## src/rtl/alu_cmd_queue_if.sv

```systemverilog
// Command/result handshake bundle for alu_cmd_queue.
// master = command source + result consumer, slave = the queue itself.
interface alu_cmd_queue_if #(
    parameter int WIDTH = 8
);
    logic             cmd_valid;
    logic             cmd_ready;
    logic [1:0]       cmd_opcode;
    logic [WIDTH-1:0] cmd_in1;
    logic [WIDTH-1:0] cmd_in2;
    logic             res_valid;
    logic             res_ready;
    logic [1:0]       res_opcode;
    logic [WIDTH-1:0] res_high;
    logic [WIDTH-1:0] res_low;
    logic             res_flag;

    modport master (
        output cmd_valid, cmd_opcode, cmd_in1, cmd_in2, res_ready,
        input  cmd_ready, res_valid, res_opcode, res_high, res_low, res_flag
    );

    modport slave (
        input  cmd_valid, cmd_opcode, cmd_in1, cmd_in2, res_ready,
        output cmd_ready, res_valid, res_opcode, res_high, res_low, res_flag
    );
endinterface

```

## src/rtl/alu_cmd_queue.sv

```systemverilog
// Command FIFO feeding one sequential add/sub/mul/div engine with a
// valid/ready result port; results return in acceptance order.
module alu_cmd_queue #(
    parameter  int WIDTH = 8,
    parameter  int DEPTH = 4,
    localparam int CW    = $clog2(DEPTH) + 1
) (
    input  logic          clk,
    input  logic          reset,
    alu_cmd_queue_if.slave bus,
    output logic [CW-1:0] count,
    output logic          busy
);
    localparam int AW = $clog2(DEPTH);
    localparam int SW = (WIDTH > 2) ? $clog2(WIDTH) : 1;

    localparam logic [1:0] IDLE = 2'd0;
    localparam logic [1:0] EXEC = 2'd1;
    localparam logic [1:0] DONE = 2'd2;

    localparam logic [1:0] OP_ADD = 2'd0;
    localparam logic [1:0] OP_SUB = 2'd1;
    localparam logic [1:0] OP_MUL = 2'd2;
    localparam logic [1:0] OP_DIV = 2'd3;

    typedef struct packed {
        logic [1:0]       op;
        logic [WIDTH-1:0] a;
        logic [WIDTH-1:0] b;
    } cmd_t;

    cmd_t             mem [DEPTH];
    cmd_t             head;
    logic [AW-1:0]    wptr, rptr;
    logic             full, push, pop;

    logic [1:0]       state;
    logic [1:0]       op_r;
    logic [WIDTH-1:0] a_r, b_r;
    logic [WIDTH-1:0] hi, lo;
    logic             flag;
    logic [SW-1:0]    cnt;

    logic [WIDTH:0]   mul_sum;
    logic [WIDTH:0]   div_t;
    logic [WIDTH:0]   div_diff;
    logic             div_ge;

    assign full  = (count == CW'(DEPTH));
    assign push  = bus.cmd_valid && !full;
    assign pop   = (state == IDLE) && (count != '0);
    assign head  = mem[rptr];

    assign bus.cmd_ready  = !full;
    assign bus.res_valid  = (state == DONE);
    assign bus.res_opcode = op_r;
    assign bus.res_high   = hi;
    assign bus.res_low    = lo;
    assign bus.res_flag   = flag;
    assign busy           = (state != IDLE) || (count != '0);

    always_ff @(posedge clk) begin
        if (push) mem[wptr] <= '{op: bus.cmd_opcode, a: bus.cmd_in1, b: bus.cmd_in2};
    end

    always_ff @(posedge clk or negedge reset) begin
        if (!reset) begin
            wptr  <= '0;
            rptr  <= '0;
            count <= '0;
        end else begin
            if (push) wptr <= wptr + AW'(1);
            if (pop)  rptr <= rptr + AW'(1);
            case ({push, pop})
                2'b10:   count <= count + CW'(1);
                2'b01:   count <= count - CW'(1);
                default: count <= count;
            endcase
        end
    end

    // mul: hi:lo is the shifting product, lo starts as the multiplier.
    // div: hi is the partial remainder, lo shifts dividend out / quotient in.
    always_comb begin
        mul_sum  = {1'b0, hi} + (lo[0] ? {1'b0, a_r} : '0);
        div_t    = {hi, lo[WIDTH-1]};
        div_ge   = (div_t >= {1'b0, b_r});
        div_diff = div_t - {1'b0, b_r};
    end

    always_ff @(posedge clk or negedge reset) begin
        if (!reset) begin
            state <= IDLE;
            op_r  <= '0;
            a_r   <= '0;
            b_r   <= '0;
            hi    <= '0;
            lo    <= '0;
            flag  <= 1'b0;
            cnt   <= '0;
        end else begin
            case (state)
                IDLE: if (pop) begin
                    op_r  <= head.op;
                    a_r   <= head.a;
                    b_r   <= head.b;
                    hi    <= '0;
                    lo    <= (head.op == OP_MUL) ? head.b : head.a;
                    flag  <= 1'b0;
                    cnt   <= ((head.op == OP_MUL) || (head.op == OP_DIV && head.b != '0))
                             ? SW'(WIDTH - 1) : '0;
                    state <= EXEC;
                end
                EXEC: begin
                    case (op_r)
                        OP_ADD: begin
                            {flag, lo} <= {1'b0, a_r} + {1'b0, b_r};
                            hi         <= '0;
                        end
                        OP_SUB: begin
                            lo   <= a_r - b_r;
                            flag <= (a_r < b_r);
                            hi   <= '0;
                        end
                        OP_MUL: begin
                            hi   <= mul_sum[WIDTH:1];
                            lo   <= {mul_sum[0], lo[WIDTH-1:1]};
                            flag <= (mul_sum[WIDTH:1] != '0);
                        end
                        default: begin
                            if (b_r == '0) begin
                                lo   <= '1;
                                hi   <= a_r;
                                flag <= 1'b1;
                            end else begin
                                hi   <= div_ge ? div_diff[WIDTH-1:0] : div_t[WIDTH-1:0];
                                lo   <= {lo[WIDTH-2:0], div_ge};
                                flag <= 1'b0;
                            end
                        end
                    endcase
                    cnt <= cnt - SW'(1);
                    if (cnt == '0) state <= DONE;
                end
                DONE: if (bus.res_ready) state <= IDLE;
                default: state <= IDLE;
            endcase
        end
    end
endmodule

```

## src/flat_wrapper.sv

```systemverilog
// flat-port wrapper written by rule: the top's interface ports become plain ports
module alu_cmd_queue_flat 
#(
    parameter  int WIDTH = 8,
    parameter  int DEPTH = 4,
    localparam int CW    = $clog2(DEPTH) + 1
)
  (clk, reset, count, busy, bus_cmd_valid, bus_cmd_opcode, bus_cmd_in1, bus_cmd_in2, bus_res_ready, bus_cmd_ready, bus_res_valid, bus_res_opcode, bus_res_high, bus_res_low, bus_res_flag);
  alu_cmd_queue_if #(.WIDTH(WIDTH)) bus_i ();
  input  logic clk;
  input  logic reset;
  output logic [CW-1:0] count;
  output logic busy;
  input wire logic [$bits(bus_i.cmd_valid)-1:0] bus_cmd_valid;
  input wire logic [$bits(bus_i.cmd_opcode)-1:0] bus_cmd_opcode;
  input wire logic [$bits(bus_i.cmd_in1)-1:0] bus_cmd_in1;
  input wire logic [$bits(bus_i.cmd_in2)-1:0] bus_cmd_in2;
  input wire logic [$bits(bus_i.res_ready)-1:0] bus_res_ready;
  output wire logic [$bits(bus_i.cmd_ready)-1:0] bus_cmd_ready;
  output wire logic [$bits(bus_i.res_valid)-1:0] bus_res_valid;
  output wire logic [$bits(bus_i.res_opcode)-1:0] bus_res_opcode;
  output wire logic [$bits(bus_i.res_high)-1:0] bus_res_high;
  output wire logic [$bits(bus_i.res_low)-1:0] bus_res_low;
  output wire logic [$bits(bus_i.res_flag)-1:0] bus_res_flag;
  assign bus_i.cmd_valid = bus_cmd_valid;
  assign bus_i.cmd_opcode = bus_cmd_opcode;
  assign bus_i.cmd_in1 = bus_cmd_in1;
  assign bus_i.cmd_in2 = bus_cmd_in2;
  assign bus_i.res_ready = bus_res_ready;
  assign bus_cmd_ready = bus_i.cmd_ready;
  assign bus_res_valid = bus_i.res_valid;
  assign bus_res_opcode = bus_i.res_opcode;
  assign bus_res_high = bus_i.res_high;
  assign bus_res_low = bus_i.res_low;
  assign bus_res_flag = bus_i.res_flag;
  alu_cmd_queue #(.WIDTH(WIDTH), .DEPTH(DEPTH)) u_core (.clk(clk), .reset(reset), .bus(bus_i), .count(count), .busy(busy));
endmodule
```

## config.mk

```make
export PLATFORM = sky130hd
export DESIGN_NAME = alu_cmd_queue_flat
export DESIGN_NICKNAME = d
export VERILOG_FILES = /design/src/rtl/alu_cmd_queue_if.sv /design/src/rtl/alu_cmd_queue.sv /design/src/flat_wrapper.sv
export SDC_FILE = /design/constraint.sdc
export NUM_CORES = 1
export LEC_CHECK = 0
export CAP_MARGIN = 5
export CORE_MARGIN = 2
export CORE_UTILIZATION = 30
export DETAILED_ROUTE_END_ITERATION = 7
export PLACE_DENSITY_LB_ADDON = 0.08
export SLEW_MARGIN = 5
export SYNTH_ARGS = -nofsm -noshare
export SYNTH_HDL_FRONTEND = slang
export SYNTH_SLANG_ARGS = --single-unit
```

## constraint.sdc

```tcl
create_clock -name clk -period 3.9 [get_ports clk]
set_clock_uncertainty 0.1 [all_clocks]
set_input_delay 0.78 -clock clk [delete_from_list [all_inputs] [get_ports clk]]
set_output_delay 0.78 -clock clk [all_outputs]
set_load 0.02 [all_outputs]
```

* Word level (Yosys, flattened, before mapping) *
Memories as Yosys holds them, arrays and structs flattened.
Cells that the tools add are included.

operators by class
  $add $sub $neg = 9
  order comparisons = 2
  eq/ne operators = 12
  muxes and demuxes = 25
  reductions and logical operators = 20

operator list
  operator                                              number
  2-to-1 mux 8 bit                                      7
  case mux 8 bit (2 select lines)                       3
  case mux 8 bit (3 select lines)                       1
  adder 8 x 8 -> 9 bit                                  2
  nonzero test 8 bit                                    2
  subtractor 8 bit                                      2
  case mux 3 bit (2 select lines)                       2
  equality test 2 bit (second input constant)           5
  >= comparator 9 x 8 -> 1 bit                          1
  zero test 8 bit                                       1
  less-than comparator 8 bit                            1
  equality test 2 x 1 -> 1 bit (second input constant)  3
  2-to-1 mux 2 bit                                      3
  2-to-1 mux 3 bit                                      2
  case mux 2 bit (3 select lines)                       1
  nonzero test 2 bit                                    3
  subtractor 3 x 1 -> 3 bit (second input constant)     2
  adder 2 x 1 -> 2 bit (second input constant)          2
  zero test 2 bit                                       2
  2-to-1 mux 1 bit                                      4
  != test 2 x 1 -> 1 bit (second input constant)        2
  AND reduction 2 bit                                   2
  adder 3 x 1 -> 3 bit (second input constant)          1
  equality test 3 bit (second input constant)           1
  10 further kinds                                      13

word-level totals
  register bits = 47
  RAM bits = 72
  output and inout port bits = 25
  memories kept = 1

memory list
  name        depth  width  rd ports  clocked after Yosys merged registers in  write ports  RTL line             source
  u_core.mem  4      18     1         0                                        1            alu_cmd_queue.sv:32  cmd_t mem [DEPTH];

* Depth between registers and ports, before layout *
An unclocked memory read counts as a cell.

  depth after elaboration = 7
  depth in mapped cells = 10

* Worst setup path after synthesis *
OpenSTA, ideal clock, no wires.

  path kind = flip-flop to flip-flop
  start = register u_core.lo[0], in the netlist u_core.bus.res_low[0]
  end = register u_core.flag, in the netlist u_core.bus.res_flag
  arrival = 2.527 ns
  setup slack = 1.139 ns
  cell stages (with the launch flop) = 10
  clock period less this slack = 2.761 ns
  cell sequence = dfrtp_1 and2_1 ha_1 fa_1 a211oi_2 o21bai_1 a311o_1 a211o_1 nor4_1 o211ai_1

on the way
  cells in the longest elaborated chain, start to end = 5

ends and longest elaborated chain
  what                             RTL line              source
  start, declared                  alu_cmd_queue.sv:40   logic [WIDTH-1:0] hi, lo;
  start signal, assigned           alu_cmd_queue.sv:108  lo <= (head.op == OP_MUL) ? head.b : head.a;
  start signal, assigned           alu_cmd_queue.sv:117  {flag, lo} <= {1'b0, a_r} + {1'b0, b_r};
  start signal, assigned           alu_cmd_queue.sv:121  lo <= a_r - b_r;
  2-to-1 mux 8 bit                 alu_cmd_queue.sv:85   mul_sum = {1'b0, hi} + (lo[0] ? {1'b0, a_r} : '0);
  adder 8 x 8 -> 9 bit             alu_cmd_queue.sv:85
  nonzero test 8 bit               alu_cmd_queue.sv:128  flag <= (mul_sum[WIDTH:1] != '0);
  case mux 1 bit (3 select lines)  alu_cmd_queue.sv:115  case (op_r)
  case mux 1 bit (2 select lines)  alu_cmd_queue.sv:102  case (state)
  end signal, assigned             alu_cmd_queue.sv:117
  end signal, assigned             alu_cmd_queue.sv:122  flag <= (a_r < b_r);
  end signal, assigned             alu_cmd_queue.sv:128
  end, declared                    alu_cmd_queue.sv:41   logic flag;

No other way between the ends.
A chain may end at the register's enable or synchronous reset.

* Worst setup path after layout *
  start = register u_core.op_r[0], in the netlist u_core.bus.res_opcode[0]
  end = output port bus_res_opcode[0]

RTL lines
  what                    RTL line              source
  start, declared         alu_cmd_queue.sv:38   logic [1:0] op_r;
  start signal, assigned  alu_cmd_queue.sv:104  op_r <= head.op;
  end, declared           flat_wrapper.sv:21    output wire logic [$bits(bus_i.res_opcode)-1:0] bus_res_opcode;

No word-level cell between the ends.

==> reports/results.tsv <==
metric	value	unit
outcome	complete, no violations	
Mapped Cells	591	
Setup crit end kind	primary output	
WP buf/inv	2	
Die H	152.9	um
Total GRT Usage	16.36	%
vias per cell	5.253	
Setup Crit Path Kind	reg2out	
Synth area leaders	edfxtp_1 (32%), dfrtp_1 (18%), ha_1 (7.3%), mux4_2 (4.4%), nand2_1 (3.9%)	
Die W	152.9	um
IO buf count	46	
critical path data arrival time	2.16	ns
routability congestion estimate from global placement	0.8786	
Synth Area in XOR/XNOR	2.238	%
Fin Setup TNS	0	ns
DRC Markers	0	
Clock power frac	20.1	%
number of global-route vias before repair	4994	
Setup violations, final	0	
Ys Warns	0	
setup bufs post-CTS	0	
cts bufs inserted	17	
initial core utilization	30.48	%
initial antenna violation count	0	
cell chosen for the clock root	clkbuf_16	
share of layout cells above drive strength 1	10.17	%
Hold Crit Class	reg2reg	
largest net degree at the start of global routing	40	
Logic pwr share	50.8	%
CP Launch Type	register	
site row count	54	
main combinational cell family by area after synthesis	compound AO/OA/AOI/OAI gates	
TritonRoute pass-1 iters	5	
Max Freq	0.3292	GHz
peak supply drop	0.3367	mV
Syn Nets	657	
Hold-fix buffers, CTS	0	
fin nets	712	
Fin Hold WS	0.3890	ns
RSZ-0062 raised after global routing	no	
GRT met3 Usage	3.261	%
area share of and/or/nand/nor cells after synthesis	12.70	%
Cell Chain, Critical Path	buf_4 -> clkdlybuf4s50_1	
Pleak	3.171	nW
Final period util	77.88	%
diodes inserted	0	
Worst EP required	3.02	ns
flops & latches, synth	119	
met1 GRT Util	22.24	%
Worst slew margin	31.39	%
number of synthesized flops with an enable pin	72	
sequential power share	29.0	%
worst setup margin	0.8627	ns
mux contribution to synthesized area	7.749	%
Switch Pwr	3.342	mW
Routed WL per cell	20.04	um
clk buf depth	2	
Hold Crit Start	u_core.cnt[2]$_DFFE_PN0P_	
Tightest Pin Transition	1.029	ns
post-synthesis compound-gate area fraction	14.54	%
CP max FO	19	
# IOs	47	
Power Dens Cells	939.2	mW/mm2
Worst-path clk slew	0.06	ns
clock sink count	119	
Worst path slowest cell	dfrtp_1	
Synth async-reset ratio	39.50	%
Vias	4933	
Net Sw Frac	44.31	%
Pint	4.199	mW
Synth cell types	66	
worst skew pair latency	0.42	ns
post-layout min period	3.037	ns
top_reg_cell synth	edfxtp_1	
Die ar.	0.02338	mm2
most used routing layer	met2	
sequential area share after synthesis	50.18	%
Layout Area Growth over Synthesis	20.69	%
GR Util met2	26.59	%
post-synth top area cell	edfxtp_1	
FF-to-FF Start	u_core.bus.res_low[0]$_DFFE_PN0P_	
DRT Wirelength	18.82	mm
remaining global-route overflow	0	
post-synth top area share	32.50	%
Pwr Total	7.541	mW
Iter 0 DRT Violations	317	
first-pass GRT wire length	29.33	mm
Syn Area/Cell	11.26	um2
CTS HTree Levels	4	
post-route ant nets	0	
Adder-Cell Fraction of Synth Area	8.840	%
core area	0.02182	mm2
Setup crit start	u_core.bus.res_opcode[0]$_DFFE_PN0P_	
CTS tree	done	
Top delay family on crit path	buffers and inverters	
max-cap check violation count	0	
number of hold violations in the final report	0	
cts repair resizes	0	
synthesized cell area	0.006653	mm2
DP Wirelength	13.86	mm
Final Max Tran Viols	0	
Placement Setup Slack	0.9523	ns
max incr delay on CP	0.84	ns
## metal layers
| metal | up-vias | wire, um |
|---|---|---|
| met1 | 2481 | 8765 |
| met3 | 16 | 764 |
| met2 | 128 | 8976 |
| met4 | 0 | 310 |
| li1 | 2308 | - |
| met5 | - | 0 |
## power by group through the flow
stage                     Clock [mW]  Combinational (mW)  Sequential (mW)
after CTS                       1.55                3.84             2.19
final                           1.52                3.83             2.19
after global routing            1.61                4.21             2.24
after global placement             0                3.85             2.21
after detailed placement           0                3.82             2.22
after floorplan                    0                2.65             2.08
## sequential cells by signal (all words and copies together) (netlist names)
signal,flops
u_core.bus.res_high,8
u_core.bus.res_opcode,2
u_core.count,3
u_core.wptr,2
u_core.bus.res_low,8
u_core.cnt,3
u_core.b_r,8
u_core.rptr,2
u_core.state,2
u_core.bus.res_flag,1
u_core.mem,72
u_core.a_r,8
## cell families after synthesis
group,after synthesis
compound gates,142
xor+xnor,17
fa+ha+maj,44
buf+inv,60
flops,119
mux,27
simple gates,182
## layout make-up
| cell class | count | area [um2] |
|---|---|---|
| flip-flops and latches | 119 | 3338 |
| clock inverters | 15 | 151.4 |
| well taps | 280 | 350.3 |
| inverters | 35 | 131.4 |
| repair buffers | 61 | 568.0 |
| multi-input cells | 412 | 3064 |
| fillers | 2130 | 13790 |
| clock buffers | 17 | 425.4 |
## cells in the final DEF (no fill, tap or decap), types with 11 or more instances in the layout
master | synthesis | routed
edfxtp_1 | 72 | 72
clkbuf_16 | 0 | 17
nand2_1 | 69 | 69
mux4_2 | 13 | 13
ha_1 | 39 | 39
and2_1 | 11 | 11
inv_1 | 33 | 33
clkdlybuf4s50_1 | 0 | 45
buf_4 | 2 | 15
a21oi_1 | 22 | 22
o21ai_0 | 41 | 41
dfrtp_1 | 47 | 47
nor2_1 | 46 | 46
xnor2_1 | 11 | 11
## per-stage QoR
| step | utilization [%] | area [um2] | instances |
|---|---|---|---|
| finish | 36.79 | 8029 | 939 |
| global route | 36.79 | 8029 | 939 |
| CTS | 36.79 | 8029 | 939 |
| detailed placement | 34.15 | 7452 | 907 |
| global placement | 34.15 | 7452 | 907 |
| floorplan | - | 6653 | 591 |
## cells in the mapped netlist, drive strengths merged, types with 5 or more instances
| cell | count |
|---|---|
| o221ai | 5 |
| buf | 7 |
| o21bai | 7 |
| a211o | 8 |
| fa | 5 |
| o211ai | 9 |
| and3 | 5 |
| ha | 39 |
| and2 | 11 |
| nand2b | 5 |
| nor2b | 11 |
| xnor2 | 11 |
| inv | 34 |
| a21oi | 22 |
| nor3 | 10 |
| clkbuf | 18 |
| o21ai | 41 |
| dfrtp | 47 |
| xor2 | 6 |
| nor2 | 46 |
| a211oi | 9 |
| mux4 | 18 |
| nand3 | 9 |
| a31oi | 5 |
| mux2i | 8 |
| nand2 | 69 |
| edfxtp | 72 |
## final timing paths
| check | endpoint | slack, ns | depth (start not counted) |
|---|---|---|---|
| max in group asynchronous | u_core.state[0]$_DFFE_PN0P_ | 2.51 | 2 |
| worst max register to register | u_core.bus.res_flag$_DFFE_PN0P_ | 0.94 | 9 |
| worst max-delay path | bus_res_opcode[0] | 0.86 | 2 |
| min in group asynchronous | u_core.count[1]$_DFFE_PN0P_ | 0.43 | 1 |
| worst min-delay path | u_core.cnt[2]$_DFFE_PN0P_ | 0.39 | 1 |
| worst min register to register | u_core.cnt[2]$_DFFE_PN0P_ | 0.39 | 1 |
(Power assumes the default switching activity.)
